===== config.mk =====
export PLATFORM = sky130hd
export DESIGN_NAME = pixel_writeback
export DESIGN_NICKNAME = d
export VERILOG_FILES = /design/src/rtl/pixel_wb_pkg.sv /design/src/rtl/pixel_wb_expander.sv /design/src/rtl/pixel_writeback.sv
export SDC_FILE = /design/constraint.sdc
export NUM_CORES = 1
export LEC_CHECK = 0
export ABC_AREA = 1
export BUFFER_PORTS_ARGS = -buffer_cell sky130_fd_sc_hd__buf_2
export CAP_MARGIN = 20
export CORE_MARGIN = 10
export CORE_UTILIZATION = 38
export CTS_BUF_LIST = sky130_fd_sc_hd__clkbuf_8
export CTS_CLUSTER_DIAMETER = 60
export DETAILED_ROUTE_END_ITERATION = 8
export PLACE_DENSITY = 0.62
export SLEW_MARGIN = 20
export SYNTH_ARGS = -nofsm -noshare
export SYNTH_HDL_FRONTEND = slang
export SYNTH_SLANG_ARGS = --single-unit

===== constraint.sdc =====
create_clock -name clk -period 3.17 [get_ports clk]
set_clock_uncertainty 0.2 [all_clocks]
set_input_delay 0.634 -clock clk [delete_from_list [all_inputs] [get_ports clk]]
set_output_delay 0.634 -clock clk [all_outputs]
set_load 0.05 [all_outputs]

===== src/rtl/pixel_wb_pkg.sv =====
// Shared types and constants for the pixel write-back block.
package pixel_wb_pkg;

  typedef enum logic [1:0] {
    StIdle,
    StCollect,
    StWrite,
    StFinish
  } state_e;

  localparam int unsigned BEAT_BYTES = 32;
  localparam int unsigned BEAT_WORDS = 8;
  localparam int unsigned EXP_WORDS  = 6;

endpackage


===== src/rtl/pixel_wb_expander.sv =====
// 24-bit to 32-bit pixel unpacker: six captured words carry 24 bytes, i.e. eight packed
// RGB pixels taken little-endian; each pixel is widened to {8'h00, rgb24}.
// Only present when PIXEL_WB_EXPAND_EN is defined.
`ifdef PIXEL_WB_EXPAND_EN
module pixel_wb_expander
  import pixel_wb_pkg::*;
(
  input  logic [32*EXP_WORDS-1:0]  pix24_i,
  output logic [32*BEAT_WORDS-1:0] expanded_o
);

  // Pixel j occupies stream bytes 3j..3j+2, which is bit slice [24j +: 24].
  always_comb begin
    expanded_o = '0;
    for (int j = 0; j < BEAT_WORDS; j++) begin
      expanded_o[32*j +: 24] = pix24_i[24*j +: 24];
    end
  end

endmodule
`endif


===== src/rtl/pixel_writeback.sv =====
// Pixel write-back: drains a pixel FIFO into 256-bit Avalon-MM write beats covering one
// frame of total_size bytes starting at base_address.
// Optional feature macro: PIXEL_WB_EXPAND_EN (adds expand_data and the 24->32 unpacker).
module pixel_writeback
  import pixel_wb_pkg::*;
#(
  parameter int unsigned MIN_FILL = 8
) (
  input  logic         clk,
  input  logic         rst,
  output logic         pix_fifo_read,
  input  logic [31:0]  pix_fifo_data,
  input  logic         pix_fifo_empty,
  input  logic [9:0]   pix_fifo_usedw,
  output logic [32:0]  avl_mm_addr,
  output logic         avl_mm_write,
  output logic [255:0] avl_mm_writedata,
  output logic [31:0]  avl_mm_byteenable,
  input  logic         avl_mm_waitrequest,
  input  logic         enable,
  input  logic         word_mode,
`ifdef PIXEL_WB_EXPAND_EN
  input  logic         expand_data,
`endif
  input  logic [31:0]  base_address,
  input  logic [31:0]  total_size,
  output logic         active,
  output logic         done
);

  state_e       state_q, state_d;
  logic         enable_q;
  logic [31:0]  addr_q, addr_d;
  logic [31:0]  remain_q, remain_d;
  logic [255:0] beat_q, beat_d;
  logic [3:0]   pop_cnt_q, pop_cnt_d;
  logic [3:0]   cap_cnt_q, cap_cnt_d;
  logic         cap_vld_q;
  logic         write_q, active_q, done_q;
  logic [3:0]   n_words;
  logic         pop, beat_done, last_cap;

`ifdef PIXEL_WB_EXPAND_EN
  logic         expand_q, expand_d;
  logic [255:0] expanded;

  assign n_words = expand_q ? 4'(EXP_WORDS) : 4'(BEAT_WORDS);

  pixel_wb_expander u_expander (
    .pix24_i    (beat_q[32*EXP_WORDS-1:0]),
    .expanded_o (expanded)
  );

  assign avl_mm_writedata = expand_q ? expanded : beat_q;
`else
  assign n_words          = 4'(BEAT_WORDS);
  assign avl_mm_writedata = beat_q;
`endif

  assign avl_mm_addr       = {1'b0, addr_q};
  assign avl_mm_write      = write_q;
  assign avl_mm_byteenable = '1;
  assign active            = active_q;
  assign done              = done_q;
  assign pix_fifo_read     = pop;

  // Pop strobe: the fill threshold only gates the first pop of a beat, later pops run
  // back-to-back; never pop an empty FIFO.
  always_comb begin
    pop = (state_q == StCollect) && (pop_cnt_q < n_words) &&
          ((pop_cnt_q != 4'd0) || (32'(pix_fifo_usedw) >= MIN_FILL)) && !pix_fifo_empty;
    beat_done = (state_q == StWrite) && !avl_mm_waitrequest;
    last_cap  = cap_vld_q && (cap_cnt_q == n_words - 4'd1);
  end

  // Next-state, address/size bookkeeping and beat capture (data arrives one cycle after pop).
  always_comb begin
    state_d   = state_q;
    addr_d    = addr_q;
    remain_d  = remain_q;
    beat_d    = beat_q;
    pop_cnt_d = pop_cnt_q;
    cap_cnt_d = cap_cnt_q;
`ifdef PIXEL_WB_EXPAND_EN
    expand_d  = expand_q;
`endif
    if (cap_vld_q) begin
      beat_d[{cap_cnt_q[2:0], 5'd0} +: 32] = pix_fifo_data;
      cap_cnt_d = cap_cnt_q + 4'd1;
    end
    if (pop) begin
      pop_cnt_d = pop_cnt_q + 4'd1;
    end
    unique case (state_q)
      StIdle: begin
        if (enable && !enable_q) begin
          addr_d    = base_address;
          remain_d  = total_size;
          pop_cnt_d = 4'd0;
          cap_cnt_d = 4'd0;
`ifdef PIXEL_WB_EXPAND_EN
          expand_d  = expand_data;
`endif
          state_d   = (total_size == 32'd0) ? StFinish : StCollect;
        end
      end
      StCollect: begin
        if (last_cap) begin
          state_d = StWrite;
        end
      end
      StWrite: begin
        if (beat_done) begin
          addr_d    = addr_q + (word_mode ? 32'd1 : 32'(BEAT_BYTES));
          remain_d  = remain_q - 32'(BEAT_BYTES);
          pop_cnt_d = 4'd0;
          cap_cnt_d = 4'd0;
          if (remain_q == 32'(BEAT_BYTES)) begin
            state_d = StFinish;
          end else if (!enable) begin
            state_d = StIdle;
          end else begin
            state_d = StCollect;
          end
        end
      end
      StFinish: state_d = StIdle;
      default:  state_d = StIdle;
    endcase
  end

  // State and registered outputs; outputs are decoded from the next state so they line up
  // with the state they describe.
  always_ff @(posedge clk) begin
    if (rst) begin
      state_q   <= StIdle;
      enable_q  <= 1'b0;
      addr_q    <= '0;
      remain_q  <= '0;
      beat_q    <= '0;
      pop_cnt_q <= '0;
      cap_cnt_q <= '0;
      cap_vld_q <= 1'b0;
      write_q   <= 1'b0;
      active_q  <= 1'b0;
      done_q    <= 1'b0;
`ifdef PIXEL_WB_EXPAND_EN
      expand_q  <= 1'b0;
`endif
    end else begin
      state_q   <= state_d;
      enable_q  <= enable;
      addr_q    <= addr_d;
      remain_q  <= remain_d;
      beat_q    <= beat_d;
      pop_cnt_q <= pop_cnt_d;
      cap_cnt_q <= cap_cnt_d;
      cap_vld_q <= pop;
      write_q   <= (state_d == StWrite);
      active_q  <= (state_d != StIdle);
      done_q    <= (state_d == StFinish);
`ifdef PIXEL_WB_EXPAND_EN
      expand_q  <= expand_d;
`endif
    end
  end

endmodule


======== Word-level counts from Yosys, hierarchy flattened ========
Cells that the tools add are included.
word-level totals
  bits in registers ....................... 335
  output and inout bits ................... 325
  word-level logic and storage cells ...... 68
  input bits .............................. 112
operators by class
  order comparisons ....................... 2
  add/subtract/negate cells ............... 5
  shift operators ......................... 2
  eq/ne operators ......................... 9
  mux-type cells .......................... 23
  reductions and logical operators ........ 16
operators by type and width
  kind                       number
  $bwmux 256                 1
  $shift 32x10->256 const A  1
  $shiftx 32x10->256         1
  $mux 32                    4
  $pmux 32 s2                2
  $add 32x6->32              1
  $eq 32x6->1 const B        1
  $logic_not 32->1           1
  $sub 32x6->32 const B      1
  $mux 4                     6
  $pmux 4 s2                 2
  $ge 10x4->1 const B        1
  $mux 2                     5
  $neg 8->10                 1
  $add 4x1->4 const B        2
  $eq 2x2->1 const B         4
  $pmux 2 s4                 1
  $logic_and 1x1->1          6
  $mux 6                     1
  $eq 4x3->1 const B         1
  $lt 4x4->1 const B         1
  $ne 2x2->1 const B         2
  $reduce_bool 2->1          2
  $reduce_bool 4->1          1
  6 further kinds            8

======== Longest topological paths before layout ========
  depth after elaboration ................. 7
  mapped depth ............................ 13
  mapped depth without buffers ............ 12

======== Worst setup path before layout ========
No wires, ideal clock.
  path kind ............................... reg2reg
  start point ............................. register cap_cnt_q[0]
  end point ............................... register beat_q[35] (netlist: avl_mm_writedata[35])
  path slack .............................. 0.773 ns
  arrival time ............................ 2.081 ns
  library setup time ...................... 0.116 ns
  period minus slack after synthesis ...... 2.397 ns
  stages on the path, launching flop included .. 13
  cell sequence ........................... dfxtp_1 > inv_2 > ha_1 > ha_1 > buf_4 > inv_2 > buf_2 > nor2_1 > nand2_2 > inv_1 > buf_4 > buf_2 > o211a_1
on the way
  cells in the longest elaborated chain, start to end .. 3
  elaborated cells on any way between the ends .. 4
  those cells by class .................... add/sub: 1; shift: 2; mux: 1
ends and longest elaborated chain
  item                                                     RTL line                source
  from (decl)                                              pixel_writeback.sv:37   logic [3:0] cap_cnt_q, cap_cnt_d;
  from (signal assigned)                                   pixel_writeback.sv:157  cap_cnt_q <= cap_cnt_d;
  $neg 8->10 *                                             pixel_writeback.sv:88   beat_d[{cap_cnt_q[2:0], 5'd0} +: 32] = pix_fifo_data;
  $shiftx 32x10->256 or $shift 32x10->256 (tied branches)  pixel_writeback.sv:88
  $bwmux 256 *                                             pixel_writeback.sv:88
  to (signal assigned)                                     pixel_writeback.sv:155  beat_q <= beat_d;
  to (decl)                                                pixel_writeback.sv:35   logic [255:0] beat_q, beat_d;
Every way passes the cells marked *; elsewhere a longest branch is shown, timed or not.
A chain may end at the register's enable or synchronous reset.

======== Final worst setup path ========
  start point ............................. register cap_cnt_q[1]
  end point ............................... register beat_q[18] (netlist: avl_mm_writedata[18])
The elaborated chain is that of the path after synthesis.

==> results.py <==
metrics = {
    "yosys": {
        "synth-seq-cells": 335,
        "synth_top_area_share_pct": 44.33,
        "seq_area_frac_synth_pct": 44.33,
        "ys_warn_count": 0,
        "synthTopCellsByArea": "dfxtp_1 44%, nand2_1 10%, o21ai_0 7.2%",
        "synth_area_per_cell_um2": 7.153,
        "postSynthCellCount": 2115,
        "yosys.area.top_type": "dfxtp_1",
        "syn_area_um2": 15130,
        "yosysUniqueCellTypes": 41,
    },
    "clock_network": {
        "clkTransAtPathRegs_ps": 60,
        "clock_sinks": 335,
        "tritoncts": "done",
        "worstSkewPairLatency_ps": 650,
        "clockRootBuffer": "clkbuf_8",
        "cts.path.max_buffers": 3,
        "postCtsResizedCells": 0,
        "cts_htree_levels": 2,
        "cts-buffers-inserted": 59,
    },
    "timing": {
        "max_slew_margin_pct": 41.26,
        "tns_ps": 0,
        "timing.fmax_ghz": 0.3431,
        "rsz0062_at_grt": "false",
        "setup_viol": 0,
        "period_share_pct": 91.94,
        "fin_crit_ps": 2914,
        "hold_viol": 0,
        "worst_slew_pin_slew_ps": 881.0,
        "report.final.slew_viol_count": 0,
    },
    "die": {
        "io-pin-count": 437,
        "die-area_um2": 48190,
        "die_h_um": 219.5,
        "rows": 73,
        "initial_core_util_pct": 38.25,
        "fp.dieW_um": 219.5,
        "coreArea_um2": 39550,
    },
    "power_and_ir_drop": {
        "combinationalPowerShare_pct": 10.4,
        "pwr-share-clk_pct": 44.5,
        "seqPwrFrac_pct": 45.1,
        "power_w": 0.009668,
        "power_switching_w": 0.002724,
        "p_int_w": 0.006944,
        "leakage_nw": 9.106,
        "p_per_area_nw_per_um2": 517.9,
        "peakVddDrop_mv": 0.3737,
        "switching_share_pct": 28.18,
    },
    "detailed_routing": {
        "top_layer": "met5",
        "drtPass1Iterations": 6,
        "vias": 15490,
        "drtIter0Drc": 1079,
        "routed_wl_um": 58420,
        "drc": 0,
        "wl_per_cell_um": 19.20,
        "drt-met1-wl_um": 23260,
        "ant_nets": 0,
        "wl_met2_um": 27440,
        "wl_met3_um": 5646,
        "vias_per_cell": 5.089,
    },
    "layout": {
        "antennaDiodeCount": 0,
        "fillers": 4077,
        "drive_gt1_share_pct": 21.45,
        "multiInputGateArea_um2": 7042,
        "stdcell_count": 3043,
        "regArea_um2": 6708,
        "final_core_util_pct": 47.20,
        "layout_common_cells": "411 x nand2_1, 399 x buf_2, 334 x dfxtp_1",
        "final_common_cell": "nand2_1",
        "final_net_count": 2596,
        "area_growth_pct": 23.39,
    },
    "place": {
        "place.gp.congestion": 0.9020,
        "dp_hpwl_um": 42370,
        "dp.cells": 2938,
        "io_buffers": 400,
    },
    "grt": {
        "grt_pass1_wl_um": 87910,
        "grt-ovfl-total": 0,
        "grt_max_degree": 180,
        "grt_pass1_vias": 15080,
        "antenna_found_initial": 2,
        "grtUsageTotal_pct": 23.30,
    },
    "hold_path": {
        "hold_path.class": "primary input to flop",
    },
    "critical_path": {
        "critPathMaxFanout": 53,
        "worstPathArrival_ps": 3240,
        "worstPathRequired_ps": 3490,
        "start_kind": "flop",
        "critPathCaptureType": "flop",
        "critPathKind": "flop to flop",
    },
    "flow_run": {
        "maxCapViolations": 0,
    },
    "run_status": {
        "status": "completed",
    },
}
==> power by group through the flow <==
stage | logic, W | clock network (W) | registers (W)
2_1_floorplan | 0.000559 | 0 | 0.00458
3_3_place_gp | 0.000990 | 0 | 0.00445
3_5_place_dp | 0.000999 | 0 | 0.00445
4_1_cts | 0.00100 | 0.00440 | 0.00436
5_1_grt | 0.00110 | 0.00458 | 0.00437
6_report | 0.00101 | 0.00430 | 0.00436
==> worst max-delay path, stage by stage (launching register included) <==
cell and delay, ps:
dfxtp_1 340, inv_1 90, ha_1 190, ha_1 310, buf_4 450, nor3_1 120, nand2_1 280, clkinv_1 180
buf_4 290, o21ai_0 240, a21oi_1 50
==> cell families (layout without fill, tap and decap cells) <==
logic type               count (synthesis)  in the layout  synth area share, %
AO/OA/AOI/OAI                          493            493                19.23
XOR/XNOR                                17             17               0.9842
adder cells (fa/ha/maj)                  9              9               0.7444
buffers and inverters                  353            725                9.925
flip-flops                             335            335                44.33
multiplexers                             1              1              0.06617
other                                    2             33              0.04964
AND/OR/NAND/NOR                        905            905                24.67
==> sequential cells by signal, indices dropped and copies added, names as in the netlist <==
register          cells
enable_q              1
avl_mm_writedata    256
active                1
done                  1
cap_vld_q             1
addr_q               32
cap_cnt_q             4
avl_mm_write          1
pop_cnt_q             4
remain_q             32
state_q               2
==> cells in the mapped netlist (all sizes together) <==
master and instances:
ha 9, a22oi 1, nand3b 4, o211a 78
a31oi 1, a2bb2oi 1, xor2 16, clkbuf 93
nor3 29, clkinv 4, xnor2 1, conb 2
a21oi 169, o211ai 4, nand2 414, buf 74
o221ai 2, o32ai 1, or2 1, o21ai 222
inv 182, o2111ai 1, nand4 22, nor3b 1
mux2i 1, nor2 287, dfxtp 335, o22ai 11
a211oi 2, and2 1, nand3 146
==> per-layer routing <==
layer,track usage [%],vias to the layer above
met3,7.843,122
met5,0,-
met2,38.86,592
li1,-,7604
met1,26.92,7165
met4,9.538,4
==> path summary, 6_finish.rpt <==
path	start	end	slack, ps	cells after the start
max reg2reg	cap_cnt_q[1]$_SDFF_PP0_	avl_mm_writedata[18]$_SDFFE_PP0P_	260	10
max	cap_cnt_q[1]$_SDFF_PP0_	avl_mm_writedata[18]$_SDFFE_PP0P_	260	10
min	total_size[9]	remain_q[9]$_SDFFE_PP0P_	60	3
min reg2reg	avl_mm_writedata[140]$_SDFFE_PP0P_	avl_mm_writedata[140]$_SDFFE_PP0P_	240	2
==> metrics by stage <==
stage | hold slack (ps) | worst slack (ps) | instance area (um2)
6_report | 61.67 | 255.5 | 18670
5_1_grt | 45.02 | 6.172 | 18670
4_1_cts | 5.312 | 273.7 | 18670
3_5_place_dp | 234.9 | 283.4 | 17400
3_3_place_gp | 229.6 | 362.6 | 17400
2_1_floorplan | 225.8 | 772.9 | 15240
==> final cells by class <==
cell class | count | area share [%]
Tap cell | 525 | 3.519
Clock inverter | 34 | 1.548
Timing Repair Buffer | 435 | 12.36
Inverter | 186 | 3.754
Clock buffer | 70 | 5.161
Sequential cell | 335 | 35.93
Multi-Input combinational cell | 1458 | 37.72
==> timing repair <==
item                      CTS  global route
hold buffers                1             0
hold endpoints to repair    1             0
buffers inserted            0             0
No activity file was read; power rests on OpenSTA's default activity.
